### src/rtl/sipo_deserializer_8bit_if.sv
// sipo_deserializer_8bit_if: serial input and parallel valid/ready output bundle for the deserializer
interface sipo_deserializer_8bit_if #(
  parameter int WIDTH = 8
);
  logic                     serial_in;
  logic                     shift_en;
  logic                     frame_sync;
  logic                     out_ready;
  logic                     clr_overrun;
  logic [WIDTH-1:0]         Q;
  logic                     out_valid;
  logic                     overrun;
  logic [$clog2(WIDTH)-1:0] bit_count;
  modport master (
    output serial_in, shift_en, frame_sync, out_ready, clr_overrun,
    input  Q, out_valid, overrun, bit_count
  );
  modport slave (
    input  serial_in, shift_en, frame_sync, out_ready, clr_overrun,
    output Q, out_valid, overrun, bit_count
  );
endinterface

### src/rtl/sipo_deserializer_8bit.sv
// sipo_deserializer_8bit: serial-to-parallel word assembler with one-entry valid/ready holding register
module sipo_deserializer_8bit #(
  parameter int WIDTH     = 8,
  parameter bit MSB_FIRST = 1'b1
) (
  input logic                         clk,
  input logic                         reset,
  sipo_deserializer_8bit_if.slave     bus
);
  localparam int CW = $clog2(WIDTH);
  logic [WIDTH-1:0] sr;
  logic [WIDTH-1:0] shifted;
  logic [WIDTH-1:0] seeded;
  logic             complete;
  logic             slot_free;
  // next shift value, frame-restart seed, and completion/slot decisions
  always_comb begin
    shifted   = MSB_FIRST ? {sr[WIDTH-2:0], bus.serial_in} : {bus.serial_in, sr[WIDTH-1:1]};
    seeded    = MSB_FIRST ? {{(WIDTH-1){1'b0}}, bus.serial_in} : {bus.serial_in, {(WIDTH-1){1'b0}}};
    complete  = bus.shift_en && !bus.frame_sync && bus.bit_count == CW'(WIDTH - 1);
    slot_free = !bus.out_valid || bus.out_ready;
  end
  // assembly, holding register handshake and sticky overrun; a drop beats clr_overrun
  always_ff @(posedge clk) begin
    if (reset) begin
      sr            <= '0;
      bus.bit_count <= '0;
      bus.Q         <= '0;
      bus.out_valid <= 1'b0;
      bus.overrun   <= 1'b0;
    end else begin
      if (bus.frame_sync) begin
        sr            <= bus.shift_en ? seeded : '0;
        bus.bit_count <= bus.shift_en ? CW'(1) : '0;
      end else if (bus.shift_en) begin
        sr            <= shifted;
        bus.bit_count <= complete ? '0 : bus.bit_count + 1'b1;
      end
      if (complete && slot_free) begin
        bus.Q         <= shifted;
        bus.out_valid <= 1'b1;
      end else if (bus.out_valid && bus.out_ready) begin
        bus.out_valid <= 1'b0;
      end
      if (complete && !slot_free) bus.overrun <= 1'b1;
      else if (bus.clr_overrun) bus.overrun <= 1'b0;
    end
  end
endmodule
### src/flat_wrapper.sv
// flat-port wrapper written by rule: the top's interface ports become plain ports
module sipo_deserializer_8bit_flat 
#(
  parameter int WIDTH     = 8,
  parameter bit MSB_FIRST = 1'b1
)
  (clk, reset, bus_serial_in, bus_shift_en, bus_frame_sync, bus_out_ready, bus_clr_overrun, bus_Q, bus_out_valid, bus_overrun, bus_bit_count);
  sipo_deserializer_8bit_if #(.WIDTH(WIDTH)) bus_i ();
  input logic clk;
  input logic reset;
  input wire logic [$bits(bus_i.serial_in)-1:0] bus_serial_in;
  input wire logic [$bits(bus_i.shift_en)-1:0] bus_shift_en;
  input wire logic [$bits(bus_i.frame_sync)-1:0] bus_frame_sync;
  input wire logic [$bits(bus_i.out_ready)-1:0] bus_out_ready;
  input wire logic [$bits(bus_i.clr_overrun)-1:0] bus_clr_overrun;
  output wire logic [$bits(bus_i.Q)-1:0] bus_Q;
  output wire logic [$bits(bus_i.out_valid)-1:0] bus_out_valid;
  output wire logic [$bits(bus_i.overrun)-1:0] bus_overrun;
  output wire logic [$bits(bus_i.bit_count)-1:0] bus_bit_count;
  assign bus_i.serial_in = bus_serial_in;
  assign bus_i.shift_en = bus_shift_en;
  assign bus_i.frame_sync = bus_frame_sync;
  assign bus_i.out_ready = bus_out_ready;
  assign bus_i.clr_overrun = bus_clr_overrun;
  assign bus_Q = bus_i.Q;
  assign bus_out_valid = bus_i.out_valid;
  assign bus_overrun = bus_i.overrun;
  assign bus_bit_count = bus_i.bit_count;
  sipo_deserializer_8bit #(.WIDTH(WIDTH), .MSB_FIRST(MSB_FIRST)) u_core (.clk(clk), .reset(reset), .bus(bus_i));
endmodule
### config.mk
export PLATFORM = sky130hd
export DESIGN_NAME = sipo_deserializer_8bit_flat
export DESIGN_NICKNAME = d
export VERILOG_FILES = /design/src/rtl/sipo_deserializer_8bit_if.sv /design/src/rtl/sipo_deserializer_8bit.sv /design/src/flat_wrapper.sv
export SDC_FILE = /design/constraint.sdc
export NUM_CORES = 1
export LEC_CHECK = 0
export ABC_AREA = 1
export BUFFER_PORTS_ARGS = -buffer_cell sky130_fd_sc_hd__buf_2
export CAP_MARGIN = 20
export CORE_ASPECT_RATIO = 0.75
export CORE_MARGIN = 2
export CORE_UTILIZATION = 45
export DETAILED_ROUTE_END_ITERATION = 16
export PLACE_DENSITY_LB_ADDON = 0.12
export SYNTH_ARGS = -nofsm -noshare
export SYNTH_HDL_FRONTEND = slang
export SYNTH_SLANG_ARGS = --single-unit
export TNS_END_PERCENT = 20
### constraint.sdc
create_clock -name clk -period 1.1 [get_ports clk]
set_input_delay 0.11 -clock clk [delete_from_list [all_inputs] [get_ports clk]]
set_output_delay 0.11 -clock clk [all_outputs]
set_load 0.1 [all_outputs]
==> results_dict.tcl <==
set metrics [dict create \
    power_frac_clock 0.324 \
    pre_cts_slack_ns -0.111 \
    grt_max_degree 19 \
    path_clk_slew_ns 0.11 \
    path_buf_inv 2 \
    skew_ns 0.00922 \
    syn_inst 112 \
    cpMostUsedCell "ha_4" \
    antenna_found_initial 0 \
    synth.distinct_cells 19 \
    avgRoutedWirePerCell_um 11.5 \
    power.net_switching_uw 305 \
    via_per_inst 4.85 \
    rows 13 \
    hold_class "input port to register" \
    synth_area_leaders "dfxtp_1 (47%), nand2_1 (11%), nor2_1 (7.5%)" \
    slew_viol_final 0 \
    slew_headroom 0.765 \
    rsz0062_at_grt "true" \
    grt_pass1_wl_mm 3.17 \
    most-common-layout-cells "nand2_1 (26), nor2_1 (16), dfxtp_1 (16), buf_12 (15), inv_1 (13)" \
    synth_xor_area_frac 0 \
    synth-seq-cells 20 \
    final_common_cell "nand2_1" \
    seq_area_frac_synth 0.471 \
    cts_buffers 3 \
    clk_latency_ns 0.30 \
    first_pass_iters 4 \
    drt_iter0_markers 11 \
    diodes 0 \
    die_w_um 54.2 \
    seq_area_um2 413 \
    fillers 128 \
    vias 785 \
    synth_top_family_by_area "simple AND/OR/NAND/NOR gates" \
    route.detailed.drc 0 \
    seq_power_share 0.570 \
    yosys.area.top_type "dfxtp_1" \
    leakagePower_nw 0.514 \
    slowest_delay_ns 0.37 \
    setup_viol 10 \
    final_util 0.754 \
    fmax_ghz 0.832 \
    fin_nets 150 \
    period_needed_ns 1.20 \
    synth-simple-area-share 0.320 \
    clkSinkCount 20 \
    criticalPathCategory "register to register" \
    dp_hpwl_mm 1.39 \
    drive_above_1_share 0.350 \
    setup_ws_ns -0.102 \
    synth.net_count 121 \
    start_util 0.484 \
    ant_nets 0 \
    swShare 0.238 \
    pwr-share-comb 0.106 \
    cts_tree "yes" \
    synth_warnings 0 \
    root_buffer "clkbuf_4" \
    synthMuxAreaShare 0 \
    power.density_mw_per_mm2 968 \
    crit_path_cell_trace "ha_4, ha_4, buf_4, inv_1, nand3_1, a21oi_2" \
    outcome "finished, violations left" \
    finalHoldViolCount 0 \
    track_usage 0.187 \
    syn_to_final_growth_pct 56.0 \
    tightest_slew_ns 0.352 \
    violations "setup timing" \
    die-area_mm2 0.00226 \
    path_max_fanout 5 \
    synth_compound_gate_area_share 0.0898 \
    worstPathArrival_ns 1.43 \
    die_h_um 41.6 \
    p_int_uw 978 \
    postCtsHoldBufs 0 \
    endpoint_kind "register" \
    port_buffers 19 \
    gp_congestion 0.749 \
    clock_path_buffers 2 \
    vdd_ir_drop_max_mv 0.916 \
    wl_mm 1.87 \
    min_period_over_period 1.09 \
    cap_violations 0 \
    htree_levels 1 \
    synth-adder-area-share 0.0295 \
    slowest_stage "dfxtp_4" \
    synth_area_um2 850 \
    crit_family "flip-flops" \
    cp-start-kind "register" \
    required_ns 1.33 \
    core-area_mm2 0.00176 \
    grt_pass1_vias 761 \
    multi_input_area_um2 417 \
    avgSynthCellArea_um2 7.59 \
    synth_top_area_frac 0.471 \
    num_io_pins 20 \
    grt-ovfl-total 0 \
]
==> cell families (layout without fill, tap and decap cells) <==
kind of cell               Yosys count  count (layout)
DFF                                 20              20
buffers and inverters               18              46
AOI/OAI and AO/OA                   13              13
and+or+nand+nor                     59              59
adders and majority gates            2               2
==> synthesized netlist by cell type (all sizes together) <==
cell,count
inv,14
nand4,8
nor2,20
buf,3
a21oi,12
clkinv,1
ha,2
o21ai,1
nand3,4
dfxtp,20
nand2,27
==> power groups by stage <==
stage	Combinational, mW	Sequential, mW	Clock, mW
after floorplan	0.0504	0.774	0
after global placement	0.134	0.747	0
after detailed placement	0.136	0.747	0
after CTS	0.136	0.731	0.428
after global routing	0.147	0.732	0.463
final	0.137	0.731	0.415
==> worst reg2reg max path, cell delays in order, from the launching register on <==
cell and delay [ns]:
dfxtp_4 0.37, ha_4 0.16, ha_4 0.18, buf_4 0.13, inv_1 0.07, nand3_1 0.10
a21oi_2 0.13
==> metal layers <==
layer	vias to the layer above	global-route usage	routed length, um
li1	415	-	-
met1	358	0.262	920
met2	12	0.270	870
met3	0	0.0791	79
met4	0	0.0300	0
met5	-	0	0
==> path summary, 6_finish.rpt <==
path | from | to | slack, ns | cells past startpoint
max reg2reg | u_core.bus.bit_count[1]$_SDFFE_PP0P_ | u_core.bus.bit_count[2]$_SDFFE_PP0P_ | -0.10 | 6
min | bus_clr_overrun | u_core.bus.overrun$_SDFFE_PP0P_ | 0.06 | 4
min reg2reg | u_core.sr[6]$_SDFFE_PP0P_ | u_core.sr[6]$_SDFFE_PP0P_ | 0.48 | 2
max | u_core.bus.bit_count[1]$_SDFFE_PP0P_ | u_core.bus.bit_count[2]$_SDFFE_PP0P_ | -0.10 | 6
==> per-stage QoR <==
stage               TNS (ns)  total power, mW  hold WS [ns]  instances  instance area (um2)
finish                -0.559             1.28        0.0574        162                 1330
global route           -1.78             1.34        0.0628        162                 1330
CTS                   -0.320             1.30        0.0511        160                 1300
detailed placement    -0.559            0.883         0.379        155                 1260
global placement     -0.0811            0.881         0.376        155                 1260
floorplan              -2.25            0.825         0.163        112                  902
==> final cells by class <==
class / count / area share
well taps: 22 / 0.0208
repair buffers: 27 / 0.283
inverters: 15 / 0.0425
clock buffers: 4 / 0.0274
multi-input cells: 74 / 0.314
flip-flops and latches: 20 / 0.312
==> sequential cells by signal, summed over array words and instances (netlist names) <==
register / flops
u_core.bus.Q: 8
u_core.bus.overrun: 1
u_core.bus.out_valid: 1
u_core.sr: 7
u_core.bus.bit_count: 3
==> what timing repair did <==
item,CTS,global route
pin swaps,1,3
endpoints found under the setup margin,8,13
setup buffers,1,2
resized for setup,0,2
No activity file was read; power rests on OpenSTA's default activity.
